[src/rtl/bmp_sched_pkg.sv]
// Shared types for the BMP/font placement command scheduler: opcodes,
// the 32-bit command word, scheduler FSM states and watchdog width.
package bmp_sched_pkg;

    localparam int WDOG_W = 16;
    localparam int CMD_W  = 32;

    typedef enum logic [1:0] {
        OP_NOP     = 2'b00,
        OP_ADD_IMG = 2'b01,
        OP_REM_IMG = 2'b10,
        OP_ADD_FNT = 2'b11
    } op_t;

    typedef struct packed {
        op_t        op;    // [31:30]
        logic [4:0] indx;  // [29:25]
        logic [5:0] fnt;   // [24:19]
        logic [9:0] x;     // [18:9]
        logic [8:0] y;     // [8:0]
    } cmd_t;

    typedef enum logic [1:0] {
        ST_IDLE      = 2'd0,
        ST_ISSUE     = 2'd1,
        ST_WAIT_ACK  = 2'd2,
        ST_WAIT_DONE = 2'd3
    } sched_state_t;

endpackage

[src/rtl/bmp_cmd_fifo.sv]
// Synchronous command FIFO of cmd_t; DEPTH must be a power of two so the
// read/write pointers wrap without extra logic.
module bmp_cmd_fifo
    import bmp_sched_pkg::*;
#(
    parameter int DEPTH = 8
) (
    input  logic                     clk,
    input  logic                     rst_n,
    input  logic                     i_push,
    input  cmd_t                     i_data,
    input  logic                     i_pop,
    output cmd_t                     o_data,
    output logic                     o_full,
    output logic                     o_empty,
    output logic [$clog2(DEPTH):0]   o_count
);

    localparam int AW = $clog2(DEPTH);

    cmd_t           r_mem [DEPTH];
    logic [AW-1:0]  r_wr_ptr;
    logic [AW-1:0]  r_rd_ptr;
    logic [AW:0]    r_count;
    logic           w_push;
    logic           w_pop;

    assign o_full  = (r_count == (AW+1)'(DEPTH));
    assign o_empty = (r_count == '0);
    assign o_count = r_count;
    assign o_data  = r_mem[r_rd_ptr];

    // Overflow/underflow requests are dropped here rather than trusted upstream.
    assign w_push = i_push && !o_full;
    assign w_pop  = i_pop && !o_empty;

    always_ff @(posedge clk or negedge rst_n) begin
        if (!rst_n) begin
            r_wr_ptr <= '0;
            r_rd_ptr <= '0;
            r_count  <= '0;
        end else begin
            if (w_push) r_wr_ptr <= r_wr_ptr + 1'b1;
            if (w_pop)  r_rd_ptr <= r_rd_ptr + 1'b1;
            case ({w_push, w_pop})
                2'b10:   r_count <= r_count + 1'b1;
                2'b01:   r_count <= r_count - 1'b1;
                default: r_count <= r_count;
            endcase
        end
    end

    always_ff @(posedge clk) begin
        if (w_push) r_mem[r_wr_ptr] <= i_data;
    end

endmodule

[src/rtl/bmp_cmd_scheduler.sv]
// Round-robin arbiter + command FIFO + issue FSM feeding the BMP/font placer.
// Optional BMP_SCHED_VBLANK_GATE_EN adds a vblank input gating IDLE->ISSUE.
module bmp_cmd_scheduler
    import bmp_sched_pkg::*;
#(
    parameter int NREQ        = 2,
    parameter int FIFO_DEPTH  = 8,
    parameter int TIMEOUT_CYC = 65535
) (
    input  logic                          clk,
    input  logic                          rst_n,
    input  logic [NREQ-1:0]               req_vld,
    output logic [NREQ-1:0]               req_rdy,
    input  logic [CMD_W*NREQ-1:0]         req_cmd,
    input  logic                          plc_busy,
    output logic                          add_img,
    output logic                          rem_img,
    output logic                          add_fnt,
    output logic [4:0]                    image_indx,
    output logic [5:0]                    fnt_indx,
    output logic [9:0]                    xloc,
    output logic [8:0]                    yloc,
    output logic [$clog2(FIFO_DEPTH):0]   fifo_cnt,
    output logic                          sched_busy,
    output logic                          err_timeout,
    output sched_state_t                  dbg_state,
    input  logic                          clr_err
`ifdef BMP_SCHED_VBLANK_GATE_EN
    ,
    input  logic                          vblank
`endif
);

    localparam int PW = (NREQ > 1) ? $clog2(NREQ) : 1;
    // Limit is TIMEOUT_CYC-1 because the count is zero in the first WAIT_DONE cycle.
    localparam logic [WDOG_W-1:0] WDOG_LIM = WDOG_W'(TIMEOUT_CYC - 1);

    logic [PW-1:0]      r_ptr;
    logic [PW-1:0]      w_grant;
    logic               w_found;
    int                 w_idx;
    cmd_t               w_sel;
    logic               w_accept;
    logic               w_push;
    logic               w_pop;
    logic               w_full;
    logic               w_empty;
    logic               w_go;
    cmd_t               w_fifo_out;
    cmd_t               r_cmd;
    sched_state_t       r_state;
    sched_state_t       w_next;
    logic [WDOG_W-1:0]  r_wdog;
    logic               r_err;
    logic               w_err_set;

    always_comb begin
        w_found = 1'b0;
        w_grant = '0;
        w_idx   = 0;
        for (int i = 0; i < NREQ; i++) begin
            w_idx = int'(r_ptr) + i;
            if (w_idx >= NREQ) w_idx = w_idx - NREQ;
            if (!w_found && req_vld[w_idx]) begin
                w_found = 1'b1;
                w_grant = PW'(w_idx);
            end
        end
    end

    always_comb begin
        req_rdy = '0;
        for (int g = 0; g < NREQ; g++) begin
            req_rdy[g] = w_found && (w_grant == PW'(g)) && !w_full;
        end
    end

    assign w_sel    = cmd_t'(req_cmd[CMD_W*w_grant +: CMD_W]);
    assign w_accept = |(req_vld & req_rdy);
    // NOPs complete the handshake but never occupy a FIFO slot.
    assign w_push   = w_accept && (w_sel.op != OP_NOP);

    always_ff @(posedge clk or negedge rst_n) begin
        if (!rst_n) begin
            r_ptr <= '0;
        end else if (w_accept) begin
            r_ptr <= (w_grant == PW'(NREQ - 1)) ? '0 : w_grant + 1'b1;
        end
    end

    bmp_cmd_fifo #(.DEPTH(FIFO_DEPTH)) u_fifo (
        .clk     (clk),
        .rst_n   (rst_n),
        .i_push  (w_push),
        .i_data  (w_sel),
        .i_pop   (w_pop),
        .o_data  (w_fifo_out),
        .o_full  (w_full),
        .o_empty (w_empty),
        .o_count (fifo_cnt)
    );

`ifdef BMP_SCHED_VBLANK_GATE_EN
    assign w_go = !w_empty && vblank;
`else
    assign w_go = !w_empty;
`endif

    always_comb begin
        w_next    = r_state;
        w_pop     = 1'b0;
        w_err_set = 1'b0;
        case (r_state)
            ST_IDLE: begin
                if (w_go) begin
                    w_pop  = 1'b1;
                    w_next = ST_ISSUE;
                end
            end
            ST_ISSUE: w_next = ST_WAIT_ACK;
            ST_WAIT_ACK: begin
                if (plc_busy) begin
                    w_next = ST_WAIT_DONE;
                end else begin
                    w_err_set = 1'b1;
                    w_next    = ST_IDLE;
                end
            end
            ST_WAIT_DONE: begin
                if (!plc_busy) begin
                    w_next = ST_IDLE;
                end else if (r_wdog >= WDOG_LIM) begin
                    w_err_set = 1'b1;
                    w_next    = ST_IDLE;
                end
            end
            default: w_next = ST_IDLE;
        endcase
    end

    always_ff @(posedge clk or negedge rst_n) begin
        if (!rst_n) begin
            r_state <= ST_IDLE;
            r_cmd   <= '0;
            r_wdog  <= '0;
            r_err   <= 1'b0;
        end else begin
            r_state <= w_next;
            if (w_pop) r_cmd <= w_fifo_out;
            // Cleared while in WAIT_ACK so it reads zero on WAIT_DONE entry.
            if (r_state == ST_WAIT_ACK) begin
                r_wdog <= '0;
            end else if (r_state == ST_WAIT_DONE && r_wdog != '1) begin
                r_wdog <= r_wdog + 1'b1;
            end
            if (clr_err)        r_err <= 1'b0;
            else if (w_err_set) r_err <= 1'b1;
        end
    end

    assign add_img     = (r_state == ST_ISSUE) && (r_cmd.op == OP_ADD_IMG);
    assign rem_img     = (r_state == ST_ISSUE) && (r_cmd.op == OP_REM_IMG);
    assign add_fnt     = (r_state == ST_ISSUE) && (r_cmd.op == OP_ADD_FNT);
    assign image_indx  = r_cmd.indx;
    assign fnt_indx    = r_cmd.fnt;
    assign xloc        = r_cmd.x;
    assign yloc        = r_cmd.y;
    assign sched_busy  = !w_empty || (r_state != ST_IDLE);
    assign err_timeout = r_err;
    assign dbg_state   = r_state;

endmodule

[config.mk]
export PLATFORM = sky130hd
export DESIGN_NAME = bmp_cmd_scheduler
export DESIGN_NICKNAME = d
export VERILOG_FILES = /design/src/rtl/bmp_sched_pkg.sv /design/src/rtl/bmp_cmd_fifo.sv /design/src/rtl/bmp_cmd_scheduler.sv
export SDC_FILE = /design/constraint.sdc
export NUM_CORES = 1
export LEC_CHECK = 0
export ABC_AREA = 1
export BUFFER_PORTS_ARGS = -buffer_cell sky130_fd_sc_hd__buf_4
export CELL_PAD_IN_SITES_DETAIL_PLACEMENT = 1
export CELL_PAD_IN_SITES_GLOBAL_PLACEMENT = 1
export CORE_AREA = 2 2 206 249
export DETAILED_ROUTE_END_ITERATION = 8
export DIE_AREA = 0 0 208 251
export PLACE_DENSITY_LB_ADDON = 0.1
export SYNTH_ARGS = -nofsm -noshare
export SYNTH_HDL_FRONTEND = slang
export SYNTH_HIERARCHICAL = 1
export SYNTH_SLANG_ARGS = --single-unit
[constraint.sdc]
create_clock -name clk -period 6.1 [get_ports clk]
set_input_delay 0.915 -clock clk [delete_from_list [all_inputs] [get_ports clk]]
set_output_delay 0.915 -clock clk [all_outputs]
set_load 0.02 [all_outputs]
**Word-level counts from Yosys, hierarchy flattened**

Memory sizes are Yosys's and may differ from the RTL's. A register that Yosys moved wholly into a read port is not among the register bits.
Cells that the tools add are included.

- Bits in writable memories: 256
- Memories: 1
- Output and inout port bits: 43
- Register bits after elaboration: 30
- Bits of input ports: 70

Memories:

| memory | words | width | read ports | clocked after Yosys merged registers in | wr ports | RTL line | source |
|---|---|---|---|---|---|---|---|
| u_fifo.r_mem | 8 | 32 | 1 | 1 | 1 | bmp_cmd_fifo.sv:21 | `cmd_t r_mem [DEPTH];` |

- Reduce and logical (&&, ||, !) cells: 26
- Equal/unequal tests: 12
- Bitwise operators: 2
- Shift operators: 1
- Add/subtract/negate cells: 9
- Order comparisons: 5
- Muxes and demuxes: 31

Operator list:

| operator | number |
|---|---|
| $lt A32 B3 Y1 const B | 2 |
| $mux W32 | 2 |
| $shiftx A64 B7 Y32 | 1 |
| $mux W16 | 2 |
| $mux W1 | 20 |
| $add A16 B1 Y16 const B | 1 |
| $ge A16 B16 Y1 const B | 1 |
| $ne A16 B16 Y1 const B | 1 |
| $logic_and A1 B1 Y1 | 12 |
| $eq A2 B2 Y1 const B | 5 |
| $reduce_bool A2 Y1 | 5 |
| $mux W2 | 4 |
| $pmux W2 S4 | 1 |
| $pmux W4 S2 | 1 |
| $add A3 B1 Y3 const B | 2 |
| $eq A2 B1 Y1 const B | 3 |
| $add A4 B1 Y4 const B | 1 |
| $eq A4 B4 Y1 const B | 1 |
| $logic_not A1 Y1 | 4 |
| $logic_not A4 Y1 | 1 |
| $sub A4 B1 Y4 const B | 1 |
| $ne A3 B3 Y1 const B | 1 |
| $sub A1 B2 Y3 const B | 1 |
| $sub A2 B2 Y3 const B | 1 |
| other kinds (12) | 12 |

**Depth between registers and ports, before layout**

Gate-level depths: netlist (run 1).

- Depth in word-level cells: 18
- Mapped depth: 17

**By module**

The synthesis (run 1) kept the hierarchy.

Modules (own cells, without submodules):

| module | sequential area each (um^2) | cells each | instances | area each (um^2) |
|---|---|---|---|---|
| bmp_cmd_fifo | 7937.6 | 1187 | 1 | 11644.9 |
| bmp_cmd_scheduler | 1301.2 | 392 | 1 | 3118.0 |

**Least setup slack after synthesis (run 1)**

Ideal clock, no wire load.

- Kind: input to register
- Start point: in req_vld[0]
- End point: mem u_fifo/r_mem[4][0] in the netlist's numbering (enable)
- Library setup time: 0.461 ns
- Cell stages on the path: 8
- Required time: 5.639 ns
- Setup slack: 1.306 ns
- Arrival: 4.332 ns
- Cells stage by stage: inv_1 -> o21ai_2 -> buf_2 -> nor2_1 -> a2bb2oi_1 -> nand2_1 -> buf_4 -> nor3_1

- Elaborated cells between the ends (all ways): 25
- Classes of those cells: shift: 1; mux: 12; bitwise: 2; reduce/logical: 10

RTL lines:

| item | RTL line | source |
|---|---|---|
| start: declaration | bmp_cmd_scheduler.sv:12 | `input logic [NREQ-1:0] req_vld,` |
| $mux W1 (not written as such) (3 in series) | bmp_cmd_scheduler.sv:64 | `if (!w_found && req_vld[w_idx]) begin` |
| $mux W1 | bmp_cmd_scheduler.sv:64 |  |
| $logic_not A1 Y1 | bmp_cmd_scheduler.sv:64 |  |
| $logic_and A1 B1 Y1 | bmp_cmd_scheduler.sv:64 |  |
| $mux W1 | bmp_cmd_scheduler.sv:64 |  |
| $logic_and A1 B1 Y1 (*) (2 in series) | bmp_cmd_scheduler.sv:74 | `req_rdy[g] = w_found && (w_grant == PW'(g)) && !w_full;` |
| via req_rdy[1] | bmp_cmd_scheduler.sv:13 | `output logic [NREQ-1:0] req_rdy,` |
| $and A2 B2 Y2 (*) | bmp_cmd_scheduler.sv:79 | `assign w_accept = \|(req_vld & req_rdy);` |
| $reduce_or A2 Y1 (*) | bmp_cmd_scheduler.sv:79 |  |
| $logic_and A1 B1 Y1 (*) | bmp_cmd_scheduler.sv:81 | `assign w_push = w_accept && (w_sel.op != OP_NOP);` |
| via w_push | bmp_cmd_scheduler.sv:44 | `logic w_push;` |
| $logic_and A1 B1 Y1 (*) | bmp_cmd_fifo.sv:34 | `assign w_push = i_push && !o_full;` |
| $mux W1 (*) | bmp_cmd_fifo.sv:54 | `if (w_push) r_mem[r_wr_ptr] <= i_data;` |
| $mux W1 (not written as such) (*) | bmp_cmd_fifo.sv:54 |  |
| end: declaration | bmp_cmd_fifo.sv:21 |  |

Mark *: on every way through the listed nets, which the timed path passes. The rest lies on a longest branch. The select of a mux whose other input is x is not followed.

**Worst setup path in the final report (run 1)**

- Start point: in req_vld[0]
- End point: reg u_fifo.r_count[3] (netlist: u_fifo/o_count[3])

- Longest elaborated chain between the ends: 16
- Elaborated cells between the ends (all ways): 27
- Classes of those cells: eq/ne: 2; shift: 1; mux: 11; bitwise: 2; reduce/logical: 11

RTL lines:

| item | RTL line | source |
|---|---|---|
| parallel branches: the longest is 12 deep, another holds $shiftx A64 B7 Y32 | n/a |  |
| $logic_and A1 B1 Y1 (*) | bmp_cmd_scheduler.sv:81 |  |
| via w_push | bmp_cmd_scheduler.sv:44 |  |
| $logic_and A1 B1 Y1 (*) | bmp_cmd_fifo.sv:34 |  |
| $eq A2 B1 Y1 / $eq A2 B2 Y1 (equally long branches) | bmp_cmd_fifo.sv:45 | `case ({w_push, w_pop})` |
| $pmux W4 S2 / $reduce_bool A2 Y1 (equally long branches) | n/a |  |
| end signal: assignment | bmp_cmd_fifo.sv:46 | `2'b10: r_count <= r_count + 1'b1;` |
| end signal: assignment | bmp_cmd_fifo.sv:47 | `2'b01: r_count <= r_count - 1'b1;` |
| end signal: assignment | bmp_cmd_fifo.sv:48 | `default: r_count <= r_count;` |
| end: declaration | bmp_cmd_fifo.sv:24 | `logic [AW:0] r_count;` |

Mark *: on every way through the listed nets, which the timed path passes. The select of a mux whose other input is x is not followed.
A chain may end at the register's enable or synchronous reset.

==> results of run 1 <==
## report_power, final
group / leakage [nW] / internal [mW] / switching (mW)
sequential: 3.11 / 2.83 / 0.178
combinational: 3.95 / 0.929 / 2.11
clock: 0.543 / 1.20 / 0.882
total: 7.60 / 4.96 / 3.17
## path summary, 6_finish.rpt
check,end,start,slack [ps],cells past startpoint
min in group clk,fnt_indx[3]$_DFFE_PN0P_,fnt_indx[3]$_DFFE_PN0P_,470,2
min reg2reg,fnt_indx[3]$_DFFE_PN0P_,fnt_indx[3]$_DFFE_PN0P_,470,2
max reg2reg,u_fifo/o_count[3]$_DFFE_PN0P_,r_ptr$_DFFE_PN0P_,2430,12
max,u_fifo/o_count[3]$_DFFE_PN0P_,req_vld[0],2350,14
max in group asynchronous,fnt_indx[2]$_DFFE_PN0P_,rst_n,4910,2
min,r_wdog[2]$_DFFE_PN0P_,rst_n,320,1
## Yosys cell counts, drive strengths merged
cell | n | area share, %
nand2 | 602 | 15
nor2 | 284 | 7.4
edfxtp | 256 | 52
inv | 167 | 4.2
buf | 80 | 3.8
dfrtp | 62 | 11
mux2 | 30 | 2.3
nand3 | 17 | 0.58
nand4 | 15 | 0.64
clkbuf | 12 | 0.31
nor3 | 12 | 0.41
o21ai | 11 | 0.40
ha | 7 | 0.59
xor2 | 7 | 0.42
xnor2 | 5 | 0.30
o21bai | 4 | 0.20
nand3b | 2 | 0.10
a21oi | 1 | 0.034
a2bb2oi | 1 | 0.059
fa | 1 | 0.14
o21a | 1 | 0.051
o31ai | 1 | 0.051
or2 | 1 | 0.042
## critical path, delay by kind of cell
kind | cells | cell delay (ps)
AOI/OAI and AO/OA | 2 | 890
buffers and inverters | 3 | 620
and+or+nand+nor | 7 | 1130
adders and majority gates | 2 | 610
## routing by layer
| metal | part of all wire (%) | track usage, % | vias to the layer above | wire length, um |
|---|---|---|---|---|
| met3 | 3.0 | 2.623 | 51 | 1149 |
| li1 | - | - | 5065 | - |
| met4 | 2.4 | 4.640 | 0 | 927 |
| met1 | 45 | 18.67 | 4968 | 17500 |
| met5 | 0 | 0 | - | 0 |
| met2 | 50 | 26.72 | 126 | 19230 |
## kinds of logic after synthesis
logic type,Yosys count,synth area share (%)
AND/OR/NAND/NOR,933,24.54
AO/OA/AOI/OAI,19,0.7967
adder cells (fa/ha/maj),8,0.7289
buffers and inverters,259,8.357
multiplexers,30,2.288
flip-flops,318,62.58
XOR/XNOR,12,0.7119
## sequential cells by signal, summed over array words and instances (netlist names)
register         flops
u_fifo/r_mem       256
r_wdog              16
xloc                10
yloc                 9
fnt_indx             6
image_indx           5
u_fifo/o_count       4
u_fifo/r_rd_ptr      3
u_fifo/r_wr_ptr      3
dbg_state            2
r_cmd                2
err_timeout          1
r_ptr                1
## final cells by class
| class | instances | area [um^2] |
|---|---|---|
| fill | 5742 | 32640 |
| sequential | 318 | 9244 |
| multi-input combinational | 1002 | 4345 |
| clock buffer | 54 | 1011 |
| timing repair buffer | 130 | 988.4 |
| tap | 644 | 805.8 |
| inverter | 167 | 628.1 |
| clock inverter | 13 | 103.9 |
| antenna | 1 | 2.502 |
## through the flow
stage	std cells	hold WS, ps	setup WS [ps]
final	2329	318.2	2354
after global routing	2328	333.5	2136
after CTS	2328	322.9	2313
after detailed placement	2261	464.2	1726
after global placement	2261	455.7	1815
after floorplan	1579	443.1	1306
==> run metrics, run 1 <==
status=complete, no violations; RSZ-0062 raised after global routing=no; Initial DRT Pass Iterations=4; Crit Path Max Fanout=20; Final TNS setup=0 ps; core area=between 40000 and 50000 um^2; Largest stage delay, worst path=710 ps; commonest non-fill, non-tap cells in the layout=nand2_1, nor2_1, edfxtp_1; Core Util, Final=34.41%; layout cell share with drive strength beyond 1=13.54%; input/output buffers=112; cell area after placement=16010 um^2; clk slew on worst S/H paths=~60 ps; Max Slew Vio Count=0; Achievable Freq=266.9 MHz; RePlAce Congestion=roughly 0.74; Synth Area per Inst=9.350 um^2; Initial Util=29.66%; number of I/O pins=113; Relative slew margins=between 20% and 30%; CTS HTree Levels=2; most used cell, CP=nand2_1; clock latency on the worst-skew pair=560 ps; clk buf depth=3; first-pass GRT wire length=60.86 mm; Tcrit/Tclk final=61.41%; # clock sinks=318; LEAKAGE=7.598 nW; routed vias/inst=between 4 and 5; Syn Std Cell Area=about 15000 um^2; worst vdd ir=483.3 uV; Final min period=3746 ps; Critical Path End Type=register; hold_buf cts=0; crit path cell chain=buf_4, inv_1, o21ai_4, buf_4, nor2_1, a2bb2oi_1, nand2_1, ha_1, ha_1, or2_2, nand2_1, nand2_1, nand3_1, nand2_1; CTS Root Cell=clkbuf_16; largest net degree at the start of global routing=259; Mapped Cells=1579; cell area after layout=around 17000 um^2; CTS resizes=0; initial antenna violation count=0; register area share after synthesis=between 60% and 70%; die width=208 um; die height=251 um; Crit Path Class=in -> reg; DP HPWL=22.61 mm; Max-Cap Viols=0; DRT Wirelength=slightly below 40 mm; Hold Fails Final Rpt=0; overall track demand over capacity in global routing=between 10% and 20%; Mapped Nets=1657; Yosys reg bits=~320; # setup viols final=0; Std-Cell Rows=90; commonest non-fill, non-tap cell in the layout=nand2_1; total CTS buffers=38; routed wire length per instance=16.66 um; Hold WC Path Type=in -> async; Yosys warning total=6; CTS tree=built; Starting DRT DRC Count=512; WP data arrival=about 4200 ps; Total Power=8.127 mW; vias in the first global route=10680; Layout area overhead=16.03%; Worst-Margin Slew=1185 ps; CP max-delay cell=o21ai_4; final setup skew=21.18 ps; Crit path required time=6540 ps; vias after detailed routing=10210; total grt overflow=0; nets=1735; crit start category=input port; Power per Cell Area=474.4 nW/um^2; Yosys cell types=33; antenna viol nets, final=0; DR DRC count=0; Die Footprint=52210 um^2; Post CTS Setup Buffer Count=0
No activity file was read; power rests on OpenSTA's default activity.
==> run 2, diff against run 1 <==
--- a/config.mk
+++ b/config.mk
@@ -5,13 +5,13 @@
 export SDC_FILE = /design/constraint.sdc
 export NUM_CORES = 1
 export LEC_CHECK = 0
-export ABC_AREA = 1
+export ABC_AREA = 0
 export BUFFER_PORTS_ARGS = -buffer_cell sky130_fd_sc_hd__buf_4
 export CELL_PAD_IN_SITES_DETAIL_PLACEMENT = 1
 export CELL_PAD_IN_SITES_GLOBAL_PLACEMENT = 1
-export CORE_AREA = 2 2 206 249
+export CORE_AREA = 2 2 196 236
 export DETAILED_ROUTE_END_ITERATION = 8
-export DIE_AREA = 0 0 208 251
+export DIE_AREA = 0 0 198 238
 export PLACE_DENSITY_LB_ADDON = 0.1
 export SYNTH_ARGS = -nofsm -noshare
 export SYNTH_HDL_FRONTEND = slang
==> constraint.sdc (replaced) <==
create_clock -name clk -period 3.9 [get_ports clk]
set_input_delay 0.585 -clock clk [delete_from_list [all_inputs] [get_ports clk]]
set_output_delay 0.585 -clock clk [all_outputs]
set_load 0.02 [all_outputs]
==> run 2 against run 1 <==
  * Via count shrank 34%
  * Sequential share of layout area up 3.7 points
  * Sequential power is 69% higher
  * Setup slack worse by 1800 ps
  * Core utilization increased by 1.4 points
  * Final cell count down 38%
  * Largest cell class unchanged
==> run metrics, run 2 <==
EDFF count, synth=256 (unchanged); RSZ-0062 raised after global routing=no; Achievable Freq=298.6 MHz; vias after detailed routing=6789 (-34%); Syn Std Cell Area=13320 um^2 (-9.7%); top post-synthesis cells by count=edfxtp_1, mux2_2, dfrtp_1; commonest non-fill, non-tap cells in the layout=edfxtp_1, buf_4, mux2_2; Seq. cell area=9248 um^2 (about the same); CTS tree=built; initial antenna violation count=0 (unchanged); Tcrit/Tclk final=a little under nine tenths; area occupied by multi-input gates=3742 um^2 (-14%); worst vdd ir=294.9 uV (-39%); Starting DRT DRC Count=197 (-62%); input/output buffers=112 (unchanged); first-pass GRT wire length=47.93 mm (-21%); Post CTS Setup Buffer Count=0 (unchanged); Critical Path End Type=register; top post-synthesis cells by area=edfxtp_1, dfrtp_1, mux4_2; Die Footprint=47120 um^2 (-9.7%); filler cell count=4413 (-23%); Final min period=3349 ps; Final TNS setup=0 ps (unchanged); Synth Area per Inst=19.01 um^2 (+100%); Finished Layout Cells=1447 (-38%); count leader, synth=edfxtp_1; clk slew on worst S/H paths=60 ps (about the same); status=complete, no violations; routed wire length per instance=21.55 um (+29%); core area=44770 um^2 (-10%); clk buf depth=3 (unchanged); Yosys reg bits=318 (unchanged); Power per Cell Area=764.2 nW/um^2 (+61%); DRT Wirelength=31.18 mm (-20%); die height=238 um (-5.2%); commonest non-fill, non-tap cell in the layout=edfxtp_1; most used flip-flop cell after synthesis=edfxtp_1; Relative slew margins=25.98% (+5.0 points); Initial DRT Pass Iterations=4 (unchanged); LEAKAGE=5.574 nW (-27%); cell area after placement=14780 um^2 (-7.7%); Max-Cap Viols=0 (unchanged); # placed instances=1379 (-39%); Crit path required time=4290 ps (-2250 ps); largest reg by FF count=u_fifo/r_mem; Hold Fails Final Rpt=0 (unchanged); cell area after layout=16030 um^2 (-6.4%); die width=198 um (-4.8%); antenna viol nets, final=0 (unchanged); ANT cells=0 (-1); largest net degree at the start of global routing=67 (-74%); layout cell share with drive strength beyond 1=42.00% (+28 points); DR DRC count=0 (unchanged); total grt overflow=0 (unchanged); DP HPWL=19.04 mm (-16%); # setup viols final=0 (unchanged); Std-Cell Rows=85 (-5.6%); Yosys cell types=64 (+94%); vias in the first global route=7772 (-27%); nets=887 (-49%); CTS resizes=0 (unchanged); clock latency on the worst-skew pair=530 ps (-30 ps); number of I/O pins=113 (unchanged); cell accounting for the most synthesized area=edfxtp_1; total CTS buffers=37 (-2.6%); register area share after synthesis=69.34% (+6.8 points); Total Power=12.25 mW (+51%); hold_buf cts=0 (unchanged); overall track demand over capacity in global routing=13.62% (-1.5 points); Hold WC Path Type=in -> reg; crit start category=register; max FFs per register=256 (unchanged); CTS Root Cell=clkbuf_16; routed vias/inst=4.692 (+7.0%); share of the synthesized area in the top cell type=57.70% (+5.6 points); Async SR Flop Fraction=19.50% (unchanged); Yosys warning total=6 (unchanged); Max Slew Vio Count=0 (unchanged); Worst-Margin Slew=1110 ps (-75.02 ps); WP data arrival=3740 ps (-440 ps); Layout area overhead=20.30%; # clock sinks=318 (unchanged); CTS HTree Levels=2 (unchanged); Crit Path Max Fanout=9 (-55%); final setup skew=20.06 ps (-1.116 ps); Initial Util=29.76% (+0.098 points); RePlAce Congestion=0.6976 (-5.8%); Mapped Cells=701 (-56%); Crit Path Class=reg -> reg; Mapped Nets=779 (-53%)
run 2: cell count changes after synthesis, moves of 20 or more:
cell     delta
inv_1     -157
mux2_2     +61
buf_2      -20
mux4_2     +55
nand2_1   -579
nor2_1    -266
run 2: metal layers:
layer / up-vias / GRT usage, % / share of wire [%]
met4: 0 / 3.759 / 1.8
met3: 42 / 2.163 / 3.3
met1: 3632 / 16.14 / 41
li1: 3015 / - / -
met5: - / 0 / 0
met2: 100 / 25.37 / 54
run 2: cell type report:
class	instances	area share, %
inverter	9	0.2108
multi-input combinational	314	23.35
clock inverter	17	1.179
clock buffer	51	6.619
tap	609	4.754
timing repair buffer	129	6.198
sequential	318	57.69
run 2: power breakdown:
group	leakage, nW	switching, mW	internal, mW	total [mW]
clock	0.610	1.35	2.17	3.52
combinational	1.88	1.80	1.85	3.65
sequential	3.08	0.624	4.45	5.08
run 2: logic make-up after synthesis:
kind of cell | Yosys count | share of synthesized area [%]
compound gates | 39 | 2.423
xor+xnor | 6 | 0.3944
fa+ha+maj | 8 | 0.8076
buf+inv | 69 | 3.211
flops | 318 | 69.34
mux | 168 | 19.81
simple gates | 93 | 4.010
run 2: critical path: stages (launching register included):
cell and delay (ps):
dfrtp_1 490, or4b_1 690, inv_1 150, a211oi_1 80, o22a_1 240, nand2_2 120
ha_1 320, ha_1 350, or4b_1 520, o311ai_0 120, o211ai_1 130
run 2: metrics by stage:
step	setup WS, ps	hold slack (ps)	utilization (%)
final	551.2	210.6	35.80
after floorplan	127.6	289.4	-
after global placement	540.7	469.9	33.01
after global routing	310.5	204.9	35.80
after CTS	554.7	185.3	35.80
after detailed placement	418.7	484.1	33.01
run 2: worst paths after layout:
check	start	endpoint	slack (ps)	cells past startpoint
min in group asynchronous	rst_n	image_indx[2]$_DFFE_PN0P_	230	1
hold / removal	clr_err	err_timeout$_DFFE_PN0P_	210	2
setup / recovery	u_fifo/o_count[0]$_DFFE_PN0P_	u_fifo/o_count[3]$_DFFE_PN0P_	550	10
setup reg to reg	u_fifo/o_count[0]$_DFFE_PN0P_	u_fifo/o_count[3]$_DFFE_PN0P_	550	10
hold reg to reg	fnt_indx[2]$_DFFE_PN0P_	fnt_indx[2]$_DFFE_PN0P_	490	1
max in group asynchronous	rst_n	u_fifo/r_rd_ptr[1]$_DFFE_PN0P_	2920	1
==> run 3, diff against run 2 <==
--- a/config.mk
+++ b/config.mk
@@ -7,11 +7,13 @@
 export LEC_CHECK = 0
 export ABC_AREA = 0
 export BUFFER_PORTS_ARGS = -buffer_cell sky130_fd_sc_hd__buf_4
+export CAP_MARGIN = 20
 export CELL_PAD_IN_SITES_DETAIL_PLACEMENT = 1
 export CELL_PAD_IN_SITES_GLOBAL_PLACEMENT = 1
-export CORE_AREA = 2 2 196 236
+export CORE_AREA = 2 2 150 181
 export DETAILED_ROUTE_END_ITERATION = 8
-export DIE_AREA = 0 0 198 238
+export DIE_AREA = 0 0 152 183
+export HOLD_SLACK_MARGIN = 0.06
 export PLACE_DENSITY_LB_ADDON = 0.1
 export SYNTH_ARGS = -nofsm -noshare
 export SYNTH_HDL_FRONTEND = slang
==> run 3 against run 2 <==
  * Non-clock buffer count increased by 1
  * Sequential share of layout area is 1.9 points higher
  * Critical path depth unchanged
  * Clock power down 12%
  * Core utilization increased by 24 points
  * Clock skew shrank 8.6 ps
  * Largest power group unchanged
  * Fmax is 0.92% lower
  * Design area fell by 3.1%
==> run metrics, run 3 (same netlist as run 2, synthesis figures left out) <==
cell area after layout=15530 um^2 (-3.1%); layout cell share with drive strength beyond 1=41.18% (-0.82 points); Hold WC Path Type=in -> async; commonest non-fill, non-tap cell in the layout=edfxtp_1; R2R Path End=u_fifo/o_count[3]$_DFFE_PN0P_; Buf/Inv on CP=1 (unchanged); largest reg by FF count=u_fifo/r_mem; total CTS buffers=31 (-16%); CTS resizes=0 (unchanged); hold_buf cts=0 (unchanged); r2r startpoint=u_fifo/o_count[0]$_DFFE_PN0P_; clock latency on the worst-skew pair=550 ps (+20 ps); worst vdd ir=389.6 uV (+32%); core area=26110 um^2 (-42%); antenna viol nets, final=0 (unchanged); die height=183 um (-23%); Starting DRT DRC Count=326 (+65%); RSZ-0062 raised after global routing=no; Post CTS Setup Buffer Count=0 (unchanged); Relative slew margins=29.58% (+3.6 points); routed vias/inst=5.826 (+24%); status=complete, no violations; CTS Root Cell=clkbuf_16; total grt overflow=0 (unchanged); first-pass GRT wire length=44.70 mm (-6.7%); R2R cell count=10 (unchanged); DP HPWL=18.57 mm (-2.5%); Max Slew Vio Count=0 (unchanged); crit start category=register; Tcrit/Tclk final=86.66% (+0.80 points); commonest non-fill, non-tap cells in the layout=edfxtp_1, buf_4, mux2_2; final setup skew=11.47 ps (-8.595 ps); Power per Cell Area=757.4 nW/um^2 (-0.89%); Crit Path Max Fanout=9 (unchanged); RePlAce Congestion=0.8759 (+26%); # clock sinks=318 (unchanged); routed wire length per instance=24.80 um (+15%); Initial Util=51.04% (+21 points); Crit path required time=4320 ps (+30 ps); overall track demand over capacity in global routing=21.10% (+7.5 points); WP data arrival=3800 ps (+60 ps); ANT cells=0 (unchanged); Crit Path Class=reg -> reg; Worst-Margin Slew=1056 ps (-54.05 ps); largest net degree at the start of global routing=67 (unchanged); Levels on crit path=10 (unchanged); die width=152 um (-23%); clk slew on worst S/H paths=60 ps (about the same); Finished Layout Cells=1163 (-20%); Largest stage delay, worst path=660 ps (-30 ps); CTS HTree Levels=1 (-1); grt met3 use=2.812% (+0.65 points); met2 GRT Util=39.19% (+14 points); clk buf depth=3 (unchanged); GRT met1 Usage=24.97% (+8.8 points); cell area after placement=14470 um^2 (-2.1%); CTS tree=built; Layout area overhead=16.56%; input/output buffers=112 (unchanged); DRT Wirelength=28.85 mm (-7.5%); start point of the critical path=u_fifo/o_count[0]$_DFFE_PN0P_; max FFs per register=256 (unchanged); # setup viols final=0 (unchanged); number of I/O pins=113 (unchanged); initial antenna violation count=0 (unchanged); DR DRC count=0 (unchanged); Initial DRT Pass Iterations=4 (unchanged); Hold Fails Final Rpt=0 (unchanged); vias after detailed routing=6776 (-0.19%); flop2flop setup slack=520 ps (-30 ps); Total Power=11.76 mW (-4.0%); nets=882 (-0.56%); Critical Path End Type=register; Std-Cell Rows=65 (-24%); CP delay by family, top=simple AND/OR/NAND/NOR gates; Final min period=3380 ps (+31.05 ps); grt peak-use layer=met2; LEAKAGE=5.493 nW (-1.5%); Max-Cap Viols=0 (unchanged); Final TNS setup=0 ps (unchanged); crit path cell chain=or4b_1, inv_1, a211oi_1, o22a_1, nand2_2, ha_1, ha_1, or4b_1, o311ai_0, o211ai_1; vias in the first global route=7676 (-1.2%); CP max-delay cell=or4b_1; Achievable Freq=295.9 MHz (-0.92%); # placed instances=1106 (-20%); Die Footprint=27820 um^2 (-41%)
==> run 3: final cells by class <==
class | instances | area [um^2]
Multi-Input combinational cell | 314 | 3742
Timing Repair Buffer | 130 | 1026
Fill cell | 2267 | 10580
Inverter | 9 | 33.78
Clock inverter | 14 | 220.2
Tap cell | 335 | 419.2
Clock buffer | 43 | 840.8
Sequential cell | 318 | 9248
==> run 3: worst max path at each step <==
stage | endpoint | slack, ps
5_1_grt | u_fifo/o_count[3]$_DFFE_PN0P_ | 340
4_1_cts | u_fifo/o_count[3]$_DFFE_PN0P_ | 510
3_5_place_dp | u_fifo/o_count[3]$_DFFE_PN0P_ | 430
6_report | u_fifo/o_count[3]$_DFFE_PN0P_ | 520
2_1_floorplan | u_fifo/r_mem[7][0]$_DFFE_PP_ | 130
3_3_place_gp | u_fifo/o_count[3]$_DFFE_PN0P_ | 620
==> run 3: per-layer routing <==
layer / up-vias / part of all wire (%)
met5: - / 0
met4: 0 / 3.2
met3: 53 / 4.2
met2: 180 / 54
met1: 3543 / 38
li1: 3000 / -
==> run 3: report_power, final <==
group,total [mW],switching [mW],internal (mW),leakage (nW)
clock network,3.09,1.20,1.89,0.517
registers,5.03,0.582,4.45,3.08
logic,3.64,1.79,1.84,1.89
total,11.8,3.58,8.19,5.49
==> run 3: per-stage QoR <==
stage	setup WS (ps)	hold slack, ps	util [%]
after floorplan	127.6	289.4	-
final	520.2	150.9	59.49
after global placement	623.9	469.6	55.42
after global routing	343.0	160.8	59.49
after CTS	508.2	158.2	59.49
after detailed placement	428.0	484.3	55.42
